**src/rtl/dac_pkg.sv**
```systemverilog
// Shared constants and state type for the serial DAC path.
package dac_pkg;

  localparam logic [3:0]  CMD_WRITE_UPDATE = 4'b0011;
  localparam logic [3:0]  ADDR_ALL         = 4'b1111;
  localparam int unsigned FRAME_BITS       = 32;
  localparam logic [11:0] MIDSCALE         = 12'h800;

  typedef enum logic {
    IDLE,
    SHIFT
  } state_e;

endpackage

```
**src/rtl/dac_spi_serializer.sv**
```systemverilog
// Sample hold register plus SPI frame shifter for an LTC2624-style DAC.
module dac_spi_serializer #(
  parameter int unsigned       DATA_W     = 12,
  parameter int unsigned       FRAME_BITS = dac_pkg::FRAME_BITS,
  parameter logic [3:0]        CMD        = dac_pkg::CMD_WRITE_UPDATE,
  parameter logic [3:0]        ADDR       = dac_pkg::ADDR_ALL,
  parameter logic [DATA_W-1:0] MIDSCALE   = dac_pkg::MIDSCALE
) (
  input  logic              clk,
  input  logic              rst,
  input  logic              sound_load,
  input  logic              DAC_load,
  input  logic [DATA_W-1:0] sample_in,
  input  logic              sample_valid,
  output logic              sample_ready,
  output logic              spi_sck,
  output logic              spi_mosi,
  output logic              dac_cs_n,
  output logic              frame_done,
  output logic              underrun,
  output logic              overrun
);

  import dac_pkg::*;

  localparam int unsigned            CNT_W    = $clog2(FRAME_BITS);
  localparam logic [CNT_W-1:0]       LAST_BIT = CNT_W'(FRAME_BITS - 1);

  state_e                  state_q, state_d;
  logic                    phase_q, phase_d;
  logic [CNT_W-1:0]        bit_cnt_q, bit_cnt_d;
  logic [FRAME_BITS-1:0]   shreg_q, shreg_d;
  logic [DATA_W-1:0]       hold_q, hold_d;
  logic                    sck_q, sck_d;
  logic                    mosi_q, mosi_d;
  logic                    cs_n_q, cs_n_d;
  logic                    frame_done_q, frame_done_d;
  logic                    underrun_q, underrun_d;
  logic                    overrun_q, overrun_d;
  logic [FRAME_BITS-1:0]   frame_word;

  assign sample_ready = sound_load;
  assign spi_sck      = sck_q;
  assign spi_mosi     = mosi_q;
  assign dac_cs_n     = cs_n_q;
  assign frame_done   = frame_done_q;
  assign underrun     = underrun_q;
  assign overrun      = overrun_q;

  // Next-state: hold register, frame FSM and the registered SPI pins.
  // Pin values are computed for the cycle being entered, so the flops present
  // bit k from DAC_load+1+2k with no extra pipeline stage.
  always_comb begin
    frame_word   = {8'h00, CMD, ADDR, hold_q, 4'h0};
    hold_d       = hold_q;
    underrun_d   = sound_load && !sample_valid;
    overrun_d    = 1'b0;
    state_d      = state_q;
    phase_d      = phase_q;
    bit_cnt_d    = bit_cnt_q;
    shreg_d      = shreg_q;
    sck_d        = 1'b0;
    mosi_d       = 1'b0;
    cs_n_d       = 1'b1;
    frame_done_d = 1'b0;

    if (sound_load && sample_valid) begin
      hold_d = sample_in;
    end

    case (state_q)
      IDLE: begin
        if (DAC_load) begin
          state_d   = SHIFT;
          phase_d   = 1'b0;
          bit_cnt_d = '0;
          shreg_d   = frame_word;
          cs_n_d    = 1'b0;
          mosi_d    = frame_word[FRAME_BITS-1];
        end
      end
      SHIFT: begin
        overrun_d = DAC_load;
        cs_n_d    = 1'b0;
        if (!phase_q) begin
          phase_d = 1'b1;
          sck_d   = 1'b1;
          mosi_d  = mosi_q;
        end else if (bit_cnt_q == LAST_BIT) begin
          state_d      = IDLE;
          phase_d      = 1'b0;
          cs_n_d       = 1'b1;
          frame_done_d = 1'b1;
        end else begin
          phase_d   = 1'b0;
          shreg_d   = {shreg_q[FRAME_BITS-2:0], 1'b0};
          bit_cnt_d = bit_cnt_q + CNT_W'(1);
          mosi_d    = shreg_q[FRAME_BITS-2];
        end
      end
      default: state_d = IDLE;
    endcase
  end

  // State and output registers with synchronous reset.
  always_ff @(posedge clk) begin
    if (rst) begin
      state_q      <= IDLE;
      phase_q      <= 1'b0;
      bit_cnt_q    <= '0;
      shreg_q      <= '0;
      hold_q       <= MIDSCALE;
      sck_q        <= 1'b0;
      mosi_q       <= 1'b0;
      cs_n_q       <= 1'b1;
      frame_done_q <= 1'b0;
      underrun_q   <= 1'b0;
      overrun_q    <= 1'b0;
    end else begin
      state_q      <= state_d;
      phase_q      <= phase_d;
      bit_cnt_q    <= bit_cnt_d;
      shreg_q      <= shreg_d;
      hold_q       <= hold_d;
      sck_q        <= sck_d;
      mosi_q       <= mosi_d;
      cs_n_q       <= cs_n_d;
      frame_done_q <= frame_done_d;
      underrun_q   <= underrun_d;
      overrun_q    <= overrun_d;
    end
  end

endmodule

```
**config.mk**
```make
export PLATFORM = sky130hd
export DESIGN_NAME = dac_spi_serializer
export DESIGN_NICKNAME = d
export VERILOG_FILES = /design/src/rtl/dac_pkg.sv /design/src/rtl/dac_spi_serializer.sv
export SDC_FILE = /design/constraint.sdc
export NUM_CORES = 1
export LEC_CHECK = 0
export ABC_AREA = 1
export CORE_MARGIN = 5
export CORE_UTILIZATION = 58
export CTS_BUF_LIST = sky130_fd_sc_hd__clkbuf_8
export CTS_CLUSTER_DIAMETER = 120
export CTS_CLUSTER_SIZE = 40
export DETAILED_ROUTE_END_ITERATION = 8
export PLACE_DENSITY = 0.82
export SLEW_MARGIN = 10
export SYNTH_ARGS = -nofsm -noshare
export SYNTH_HDL_FRONTEND = slang
export SYNTH_SLANG_ARGS = --single-unit
export TNS_END_PERCENT = 5
```
**constraint.sdc**
```tcl
create_clock -name clk -period 1.7 [get_ports clk]
set_clock_uncertainty 0.05 [all_clocks]
set_input_delay 0.34 -clock clk [delete_from_list [all_inputs] [get_ports clk]]
set_output_delay 0.34 -clock clk [all_outputs]
set_load 0.02 [all_outputs]
```
==> results of run 1 <==
## stage by stage
| step | TNS (ns) | cell area, um2 | std cells | hold slack [ns] |
|---|---|---|---|---|
| floorplan | 0 | 2246 | 271 | 0.3524 |
| global placement | -0.1112 | 2510 | 339 | 0.4018 |
| detailed placement | -0.1097 | 2510 | 339 | 0.4061 |
| CTS | 0 | 2635 | 347 | 0.4260 |
| global route | -0.6346 | 2804 | 355 | 0.4460 |
| finish | 0 | 2804 | 355 | 0.4249 |
## worst paths after layout
path                            cells past startpoint    startpoint            to
worst max register to register                     10  bit_cnt_q[0]  bit_cnt_q[3]
worst min register to register                      2   shreg_q[21]   shreg_q[22]
worst max-delay path                               10  bit_cnt_q[0]  bit_cnt_q[3]
worst min-delay path                                2   shreg_q[21]   shreg_q[22]
## worst max-delay path: cells and delay by family (launching register included)
kind,cells,cell delay (ns)
AOI/OAI and AO/OA,1,0.13
DFF,1,0.37
buffers and inverters,2,0.22
adders and majority gates,2,0.34
and+or+nand+nor,5,0.47
## where the power goes
part	internal, mW	total [mW]	leakage [nW]	switching [mW]
clock	0.519	0.917	0.0645	0.398
combinational	0.155	0.351	0.613	0.196
sequential	1.28	1.32	0.428	0.0398
total	1.96	2.59	1.11	0.634
## cell type report
| cell class | count | area, um2 |
|---|---|---|
| multi-input combinational | 194 | 1089 |
| sequential | 52 | 1044 |
| fill | 283 | 912.1 |
| timing repair buffer | 43 | 442.9 |
| clock buffer | 7 | 96.34 |
| tap | 48 | 60.06 |
| inverter | 10 | 42.54 |
| clock inverter | 1 | 30.03 |
## cells in the mapped netlist, drive strengths merged
cell type  instances
buf               15
dfxtp             52
a21oi             15
ha                 2
clkbuf             2
inv               10
nand2             57
o21ai             20
nand3             31
nor2              66
and3               1
## cell families after synthesis
group,count (synthesis)
flip-flops,52
AO/OA/AOI/OAI,35
adder cells (fa/ha/maj),2
AND/OR/NAND/NOR,155
buffers and inverters,27
## metal layers
layer  up-vias  track usage (%)
met3         9            3.740
li1        933                -
met2        42            31.04
met1       865            19.60
met5         -                0
met4         0            8.351
## cell usage in the layout (no fill, tap or decap), types with 2 or more instances in the layout
cell / count
nor2_1: 61
nand3_2: 19
buf_12: 3
o21ai_1: 2
dfxtp_1: 50
nand2_8: 4
clkdlybuf4s50_1: 22
dfxtp_2: 2
o21ai_0: 17
nand3_4: 2
nand3_1: 10
inv_1: 7
clkbuf_8: 7
buf_6: 3
nand2_1: 55
buf_4: 12
buf_8: 2
a21oi_1: 4
inv_4: 2
a21oi_2: 11
nor2_2: 5
## what timing repair did
item,in CTS,in global routing
setup buffers,0,6
cloned,0,2
gates resized for setup,1,25
pin swaps,0,5
setup endpoints to repair,1,32
==> qor.txt, run 1 <==
Status -> complete, no violations
Post-synthesis xor/xnor area fraction -> 0%
CP Max Fanout -> 16
Simple-gate area share of the yosys netlist -> 33.98%
Leak -> 1.105 nW
Nets@finish -> 325
Layout area overhead -> 24.85%
Crit-path most repeated cell -> nor2_1
Util after Layout -> 75.45%
Distinct cells, synth -> 23
Congestion Overflow GR -> 0
Final hold violations -> 0
Net count after synthesis -> 290
DRC -> 0
Fin crit share -> 98.93%
Cell Pwr Density -> 924.3 nW/um2
Crit path DAT -> 1.84 ns
Total number of vias -> 1849
Top-area cell type share of the netlist area -> 46.35%
Design Power -> 2.592 mW
Max FFs per register -> 27
Ant diodes -> 0
Share of layout cells above drive strength 1 -> 25.08%
Final setup margin -> 0.01818 ns
CTS buffer count -> 5
Vias in the first global route -> 1683
Setup repair after global routing missed its margin -> true
CP endpoint kind -> flop
Clk_lat worst skew -> 0.31 ns
Drt wl/cell -> 13.56 um
M1 WL -> 1984 um
Most area-hungry cell type in the Yosys netlist -> dfxtp_1
First-pass GRT wire length -> 7148 um
FF+latch count, synth -> 52
FMAX -> 594.6 MHz
Pre-Repair DR Iteration Count -> 6
Pre-CTS setup slack -> -0.1097 ns
Syn_area_per_cell -> 8.287 um2
Die Span X -> 72.23 um
Synth warnings -> 0
Clk sink count -> 52
Sequential area share after synthesis -> 46.35%
I/O Buffers -> 23
Reg-to-reg slack, setup -> 0.02 ns
CP Launch Type -> flop
Num ports -> 24
Metal3 WL -> 206 um
Root buf cell -> clkbuf_8
Max_cap viols -> 0
Slowest stage delay, CP -> 0.37 ns
Largest net degree at the start of global routing -> 34
CTS tree -> yes
Slowest cell on crit path -> dfxtp_2
Slew HR -> 79.20%
H-Tree Level Count -> 2
Largest family of logic cells by synthesized area -> simple AND/OR/NAND/NOR gates
Final Max Slew Viols -> 0
Core ar. -> 3716 um2
Compound-Gate Fraction of Synth Area -> 9.805%
Die area -> 5216 um2
Top Registers -> shreg_q: 27 flops, hold_q: 12 flops, bit_cnt_q: 5 flops
CTS Hold Buffers Added -> 0
HP Class -> flop to flop
Synth area leaders -> dfxtp_1 46%, nor2_1 11%, nand2_1 9.2%
Antenna violations before repair -> 0
Gpl congestion -> 0.7500
CTS clk-pin slew, worst paths -> 0.09 ns
Worst-Margin Slew -> 0.3116 ns
Total Routing Usage GR -> 17.44%
Mux share of post-synthesis cell area -> 0%
Routed Antenna Nets -> 0
Starting Density -> 60.44%
DR vias/cell -> 5.208
WL met2 -> 2543 um
Max VDD drop -> 0.7094 mV
Dpl hpwl -> 2920 um
Setup Viol. Count Final -> 0
Post-synthesis instance total -> 271
Biggest register -> shreg_q
DRT Wirelength -> 4813 um
Row cnt -> 22
Initial DRC count -> 100
Max Root-Sink Buffers -> 2
Post-Syn Area -> 2246 um2
Worst path cell trace -> ha_4, nand2_1, nor2_1, ha_2, inv_1, nand3_4, buf_6, nand2_8, a21oi_2, nor2_1
Highest metal used -> met4
CP required -> 1.86 ns
Die height -> 72.23 um
Crit path kind -> flop to flop
Post-Synth Adder-Cell Area -> 1.114%
Final min period -> 1.682 ns
No activity file was read; power rests on OpenSTA's default activity.
==> run 2: changes to the inputs <==
--- a/config.mk
+++ b/config.mk
@@ -12,6 +12,7 @@
 export CTS_CLUSTER_DIAMETER = 120
 export CTS_CLUSTER_SIZE = 40
 export DETAILED_ROUTE_END_ITERATION = 8
+export GPL_TIMING_DRIVEN = 0
 export PLACE_DENSITY = 0.82
 export SLEW_MARGIN = 10
 export SYNTH_ARGS = -nofsm -noshare
==> run 2 against run 1 <==
  * Clock power down 24%
  * First-iteration DRC count shrank 43%
  * Sequential power barely moved
  * Largest power group unchanged
  * Cell area is 2.8% lower
  * Critical endpoint is now sample_ready
==> qor.txt, run 2 (same netlist as run 1, synthesis figures left out) <==
Hold Crit Start -> shreg_q[27] (was shreg_q[21])
Crit path kind -> primary input to primary output (was flop to flop)
Final Max Slew Viols -> 0 (unchanged)
Biggest register -> shreg_q (unchanged)
R2R depth -> 11 (was 10)
Initial DRC count -> 57 (was 100)
Clk sink count -> 52 (unchanged)
DRT Wirelength -> 4238 um (was 4813 um)
I/O Buffers -> 23 (unchanged)
Gpl congestion -> 0.7992 (was 0.7500)
CP delay by family, top -> buffers and inverters (was simple AND/OR/NAND/NOR gates)
DR vias/cell -> 4.992 (was 5.208)
Die height -> 72.23 um (unchanged)
Starting Density -> 60.44% (unchanged)
R2R Path End -> shreg_q[10] (was bit_cnt_q[3])
Max_cap viols -> 0 (unchanged)
Worst-Margin Slew -> 0.3307 ns (was 0.3116 ns)
Antenna violations before repair -> 0 (unchanged)
Layout area overhead -> 21.39% (was 24.85%)
Clk_lat worst skew -> 0.30 ns (was 0.31 ns)
Fill count -> 295 (was 283)
CTS tree -> yes (unchanged)
Share of layout cells above drive strength 1 -> 23.13% (was 25.08%)
Max FFs per register -> 27 (unchanged)
CP Max Fanout -> 3 (was 16)
CTS clk-pin slew, worst paths -> 0.09 ns (about the same)
Worst Path Buf+Inv -> 3 (was 2)
Commonest non-fill, non-tap cell in the layout -> nor2_1 (unchanged)
Congestion Overflow GR -> 0 (unchanged)
Most frequent cells in the layout -> 64 x nor2_1, 54 x nand2_1, 50 x dfxtp_1 (was 61 x nor2_1, 55 x nand2_1, 50 x dfxtp_1)
End of the worst hold path -> shreg_q[27] (was shreg_q[22])
Top Registers -> shreg_q: 27 flops, hold_q: 12 flops, bit_cnt_q: 5 flops (unchanged)
Util after Layout -> 73.37% (was 75.45%)
Ant diodes -> 0 (unchanged)
Setup Viol. Count Final -> 0 (unchanged)
Worst path cell trace -> clkdlybuf4s50_1, buf_4, dlygate4sd2_1 (was ha_4, nand2_1, nor2_1, ha_2, inv_1, nand3_4, buf_6, nand2_8, a21oi_2, nor2_1)
Design Power -> 2.358 mW (was 2.592 mW)
Fin crit share -> 96.87% (was 98.93%)
CTS buffer count -> 5 (unchanged)
Core ar. -> 3716 um2 (unchanged)
Routed Antenna Nets -> 0 (unchanged)
Max Root-Sink Buffers -> 2 (unchanged)
Worst Hold Depth -> 2 (unchanged)
Drt wl/cell -> 11.94 um (was 13.56 um)
Final hold violations -> 0 (unchanged)
Num ports -> 24 (unchanged)
Total number of vias -> 1772 (was 1849)
Pre-Repair DR Iteration Count -> 5 (was 6)
Dpl hpwl -> 2868 um (was 2920 um)
CP required -> 1.31 ns (was 1.86 ns)
FMAX -> 607.2 MHz (was 594.6 MHz)
Crit path DAT -> 1.26 ns (was 1.84 ns)
Total Routing Usage GR -> 16.98% (was 17.44%)
Row cnt -> 22 (unchanged)
Slowest cell on crit path -> clkdlybuf4s50_1 (was dfxtp_2)
Cell Pwr Density -> 864.8 nW/um2 (was 924.3 nW/um2)
Final setup margin -> 0.05318 ns (was 0.01818 ns)
Die area -> 5216 um2 (unchanged)
Setup repair after global routing missed its margin -> true (unchanged)
CP Launch Type -> primary input (was flop)
Slew HR -> 77.88% (was 79.20%)
Max VDD drop -> 0.7819 mV (was 0.7094 mV)
Status -> complete, no violations (unchanged)
RR Startpoint -> bit_cnt_q[0] (unchanged)
Final min period -> 1.647 ns (was 1.682 ns)
Nets@finish -> 325 (unchanged)
Vias in the first global route -> 1658 (was 1683)
DRC -> 0 (unchanged)
Leak -> 1.092 nW (was 1.105 nW)
Pre-CTS setup slack -> -0.2235 ns (was -0.1097 ns)
HP Class -> flop to flop (unchanged)
Die Span X -> 72.23 um (unchanged)
First-pass GRT wire length -> 7162 um (was 7148 um)
H-Tree Level Count -> 2 (unchanged)
Reg-to-reg slack, setup -> 0.08 ns (was 0.02 ns)
CP endpoint kind -> primary output (was flop)
Slowest stage delay, CP -> 0.49 ns (was 0.37 ns)
Largest net degree at the start of global routing -> 15 (was 34)
Root buf cell -> clkbuf_8 (unchanged)
-- run 2: cell types whose count changed in the layout (fill, tap and decap cells not counted), sizes merged --
cell,before,now
inv,10,12
nand2,59,57
buf,20,18
bufinv,1,0
clkbuf,7,10
-- run 2: worst max path at each step --
stage               slack [ns]  depth (start not counted)      endpoint          from
floorplan                 0.15                         10  bit_cnt_q[1]  bit_cnt_q[0]
global placement         -0.22                          3  sample_ready    sound_load
detailed placement       -0.22                          3  sample_ready    sound_load
CTS                     0.0009                         10   shreg_q[24]  bit_cnt_q[0]
global route             -0.02                         11    shreg_q[7]  bit_cnt_q[0]
finish                    0.05                          3  sample_ready    sound_load
-- run 2: tightest hold or removal path, stage by stage (launching register included) --
cell and delay, ns:
dfxtp_1 0.33, nand3_2 0.07, a21oi_2 0.04
-- run 2: report_power, final --
part | leakage [nW] | switching, mW | internal, mW
clock | 0.0538 | 0.373 | 0.321
combinational | 0.610 | 0.186 | 0.160
sequential | 0.428 | 0.0336 | 1.28
-- run 2: layer usage --
layer | track usage, % | vias up | share of wire [%]
li1 | - | 933 | -
met2 | 28.92 | 40 | 49
met1 | 21.43 | 793 | 45
met4 | 3.758 | 0 | 1.3
met5 | 0 | - | 0
met3 | 4.571 | 6 | 4.8
-- run 2: area by class of cell --
cell class / count / area, um2 / share of cell area (%)
flip-flops and latches: 52 / 1044 / 38.27
multi-input cells: 192 / 1031 / 37.82
plain buffers: 17 / 160.2 / 5.874
clock buffers: 6 / 82.58 / 3.029
clock inverters: 2 / 7.507 / 0.2754
well taps: 48 / 60.06 / 2.203
repair buffers: 28 / 301.5 / 11.06
inverters: 10 / 40.04 / 1.469
-- run 2: timing repair --
| item | in CTS | in global routing |
|---|---|---|
| gates cloned | 0 | 2 |
| hold buffers | 0 | 0 |
| setup buffers | 0 | 3 |
| setup endpoints to repair | 10 | 33 |
| pin swaps | 0 | 2 |
| resized for setup | 3 | 9 |
-- run 2: per-stage QoR --
stage	hold slack [ns]	setup TNS [ns]	instances	area [um2]
after detailed placement	0.4127	-0.9813	342	2536
after floorplan	0.3524	0	271	2246
after global placement	0.3993	-0.8497	342	2536
after CTS	0.4047	0	350	2628
final	0.4238	0	355	2726
after global routing	0.4386	-0.1982	355	2726
==> run 3: changes to the inputs <==
--- a/config.mk
+++ b/config.mk
@@ -14,8 +14,7 @@
 export DETAILED_ROUTE_END_ITERATION = 8
 export GPL_TIMING_DRIVEN = 0
 export PLACE_DENSITY = 0.82
-export SLEW_MARGIN = 10
+export SLEW_MARGIN = 5
 export SYNTH_ARGS = -nofsm -noshare
 export SYNTH_HDL_FRONTEND = slang
 export SYNTH_SLANG_ARGS = --single-unit
-export TNS_END_PERCENT = 5
==> constraint.sdc (replaced) <==
create_clock -name clk -period 1.66 [get_ports clk]
set_clock_uncertainty 0.05 [all_clocks]
set_input_delay 0.332 -clock clk [delete_from_list [all_inputs] [get_ports clk]]
set_output_delay 0.332 -clock clk [all_outputs]
set_load 0.02 [all_outputs]
==> run 3 against run 2 <==
  * Critical path depth unchanged
  * Clock power increased by 3.0%
  * Setup slack got worse by 0.023 ns
==> qor.txt, run 3 (same netlist as run 1, synthesis figures left out) <==
Most frequent cells in the layout -> 61 x nor2_1, 52 x nand2_1, 50 x dfxtp_1 (was 64 x nor2_1, 54 x nand2_1, 50 x dfxtp_1)
Max FFs per register -> 27 (unchanged)
Vias in the first global route -> 1668 (was 1658)
Nets@finish -> 326 (was 325)
CP Max Fanout -> 3 (unchanged)
Routed Antenna Nets -> 0 (unchanged)
Biggest register -> shreg_q (unchanged)
Row cnt -> 22 (unchanged)
Worst Hold Depth -> 2 (unchanged)
Switching share of total power -> 25.51% (was 25.17%)
Drt wl/cell -> 12.25 um (was 11.94 um)
Cell Pwr Density -> 883.5 nW/um2 (was 864.8 nW/um2)
Die area -> 5216 um2 (unchanged)
Hold Crit Start -> shreg_q[27] (unchanged)
Die height -> 72.23 um (unchanged)
Reg-to-reg slack, setup -> 0.03 ns (was 0.08 ns)
Final min period -> 1.629 ns
Slowest cell on crit path -> clkdlybuf4s50_1 (unchanged)
Num ports -> 24 (unchanged)
Share of layout cells above drive strength 1 -> 25.00% (was 23.13%)
Dpl hpwl -> 2868 um (unchanged)
Clk pwr share -> 29.4% (about the same)
Gpl congestion -> 0.7992 (unchanged)
CTS Hold Buffers Added -> 0 (unchanged)
Worst-Margin Slew -> 0.3251 ns (was 0.3307 ns)
First-pass GRT wire length -> 7272 um (was 7162 um)
Setup Viol. Count Final -> 0 (unchanged)
Final hold violations -> 0 (unchanged)
Ant diodes -> 0 (unchanged)
CTS buffer count -> 5 (unchanged)
HP Class -> flop to flop (unchanged)
Starting Density -> 60.44% (unchanged)
Crit path kind -> primary input to primary output (unchanged)
CP endpoint kind -> primary output (unchanged)
Max VDD drop -> 0.8026 mV (was 0.7819 mV)
Clk sink count -> 52 (unchanged)
CTS clk-pin slew, worst paths -> 0.09 ns (about the same)
End of the worst hold path -> shreg_q[27] (unchanged)
Worst path cell trace -> clkdlybuf4s50_1, buf_4, dlygate4sd2_1 (unchanged)
CP Launch Type -> primary input (unchanged)
Worst Path Buf+Inv -> 3 (unchanged)
H-Tree Level Count -> 2 (unchanged)
Largest net degree at the start of global routing -> 15 (unchanged)
Top Registers -> shreg_q: 27 flops, hold_q: 12 flops, bit_cnt_q: 5 flops (unchanged)
Util after Layout -> 74.01% (was 73.37%)
Die Span X -> 72.23 um (unchanged)
Clk_lat worst skew -> 0.30 ns (about the same)
Cell Int Power -> 1.810 mW (was 1.764 mW)
Pre-CTS setup slack -> -0.2475 ns (was -0.2235 ns)
Switching pwr -> 0.6197 mW (was 0.5935 mW)
R2R depth -> 10 (was 11)
DRT Wirelength -> 4360 um (was 4238 um)
Seq pwr share -> 55.6% (was 55.9%)
Leak -> 1.130 nW (was 1.092 nW)
Pre-Repair DR Iteration Count -> 4 (was 5)
Congestion Overflow GR -> 0 (unchanged)
Slew HR -> 78.26% (was 77.88%)
R2R Path End -> bit_cnt_q[1] (was shreg_q[10])
Antenna violations before repair -> 0 (unchanged)
Status -> complete, no violations (unchanged)
CP required -> 1.28 ns (was 1.31 ns)
Final Max Slew Viols -> 0 (unchanged)
CTS tree -> yes (unchanged)
Fin crit share -> 98.16%
Total number of vias -> 1787 (was 1772)
Commonest non-fill, non-tap cell in the layout -> nor2_1 (unchanged)
CP delay by family, top -> buffers and inverters (unchanged)
Crit path DAT -> 1.25 ns (was 1.26 ns)
Setup repair after global routing missed its margin -> true (unchanged)
Final setup margin -> 0.03054 ns (was 0.05318 ns)
FMAX -> 613.7 MHz
Layout area overhead -> 22.45% (was 21.39%)
DRC -> 0 (unchanged)
Root buf cell -> clkbuf_8 (unchanged)
RR Startpoint -> bit_cnt_q[0] (unchanged)
Initial DRC count -> 88 (was 57)
Total Routing Usage GR -> 17.30% (was 16.98%)
DR vias/cell -> 5.020 (was 4.992)
Max Root-Sink Buffers -> 2 (unchanged)
Slowest stage delay, CP -> 0.49 ns (about the same)
Core ar. -> 3716 um2 (unchanged)
Power share of the combinational group -> 15.0% (was 14.7%)
Max_cap viols -> 0 (unchanged)
I/O Buffers -> 23 (unchanged)
[run 3: cell count changes in the layout (fill, tap and decap cells not counted)]
cell,delta
nor2_2,+2
dlymetal6s2s_1,+2
o21ai_1,+1
nand2_2,+2
o21ai_0,-1
buf_8,-1
nand2_1,-2
buf_6,+1
nor2_4,+1
clkdlybuf4s50_1,-2
buf_2,+1
nor2_1,-3
[run 3: what timing repair did]
item | in CTS | in global routing
buffers inserted | 0 | 3
pin swaps | 0 | 4
resized for setup | 5 | 15
cloned | 1 | 2
setup endpoints to repair | 28 | 35
[run 3: routing by layer]
layer | wire length (um) | track usage [%] | up-vias
met3 | 202 | 4.571 | 4
met4 | 39 | 3.758 | 0
met2 | 2100 | 29.32 | 39
met1 | 2018 | 22.03 | 806
li1 | - | - | 938
met5 | 0 | 0 | -
[run 3: area by class of cell]
class | count | area, um2
fill | 292 | 965.9
tap | 48 | 60.06
sequential | 52 | 1044
multi-input combinational | 192 | 1049
buffer | 17 | 156.4
clock inverter | 2 | 7.507
inverter | 10 | 40.04
timing repair buffer | 29 | 311.5
clock buffer | 6 | 82.58
[run 3: stage by stage]
step                cells  cell area, um2  hold WS (ns)  total power [mW]  TNS [ns]
floorplan             271            2246        0.3444             1.609         0
global placement      342            2536        0.3993             1.705    -1.239
detailed placement    342            2536        0.4127             1.714    -1.703
CTS                   351            2635        0.4047             2.417         0
global route          356            2750        0.4386             2.546    -1.317
finish                356            2750        0.4236             2.430         0
[run 3: how the worst max path moves through the flow]
stage                 start           end  slack, ns  depth (start not counted)
6_report         sound_load  sample_ready       0.03                          3
5_1_grt        bit_cnt_q[0]   shreg_q[26]      -0.07                         10
4_1_cts        bit_cnt_q[0]  bit_cnt_q[1]      0.006                         10
3_5_place_dp     sound_load  sample_ready      -0.25                          3
3_3_place_gp     sound_load  sample_ready      -0.25                          3
2_1_floorplan  bit_cnt_q[0]  bit_cnt_q[1]       0.11                         10
[run 3: worst min-delay path, stage by stage (launching register included)]
cell     delay (ns)
dfxtp_1        0.33
nand3_2        0.07
a21oi_2        0.04
[run 3: power by group through the flow]
stage	sequential (mW)	combinational, mW	clock [mW]
after floorplan	1.38	0.233	0
after global routing	1.36	0.407	0.781
after global placement	1.37	0.331	0
after CTS	1.35	0.339	0.729
final	1.35	0.364	0.715
after detailed placement	1.38	0.337	0
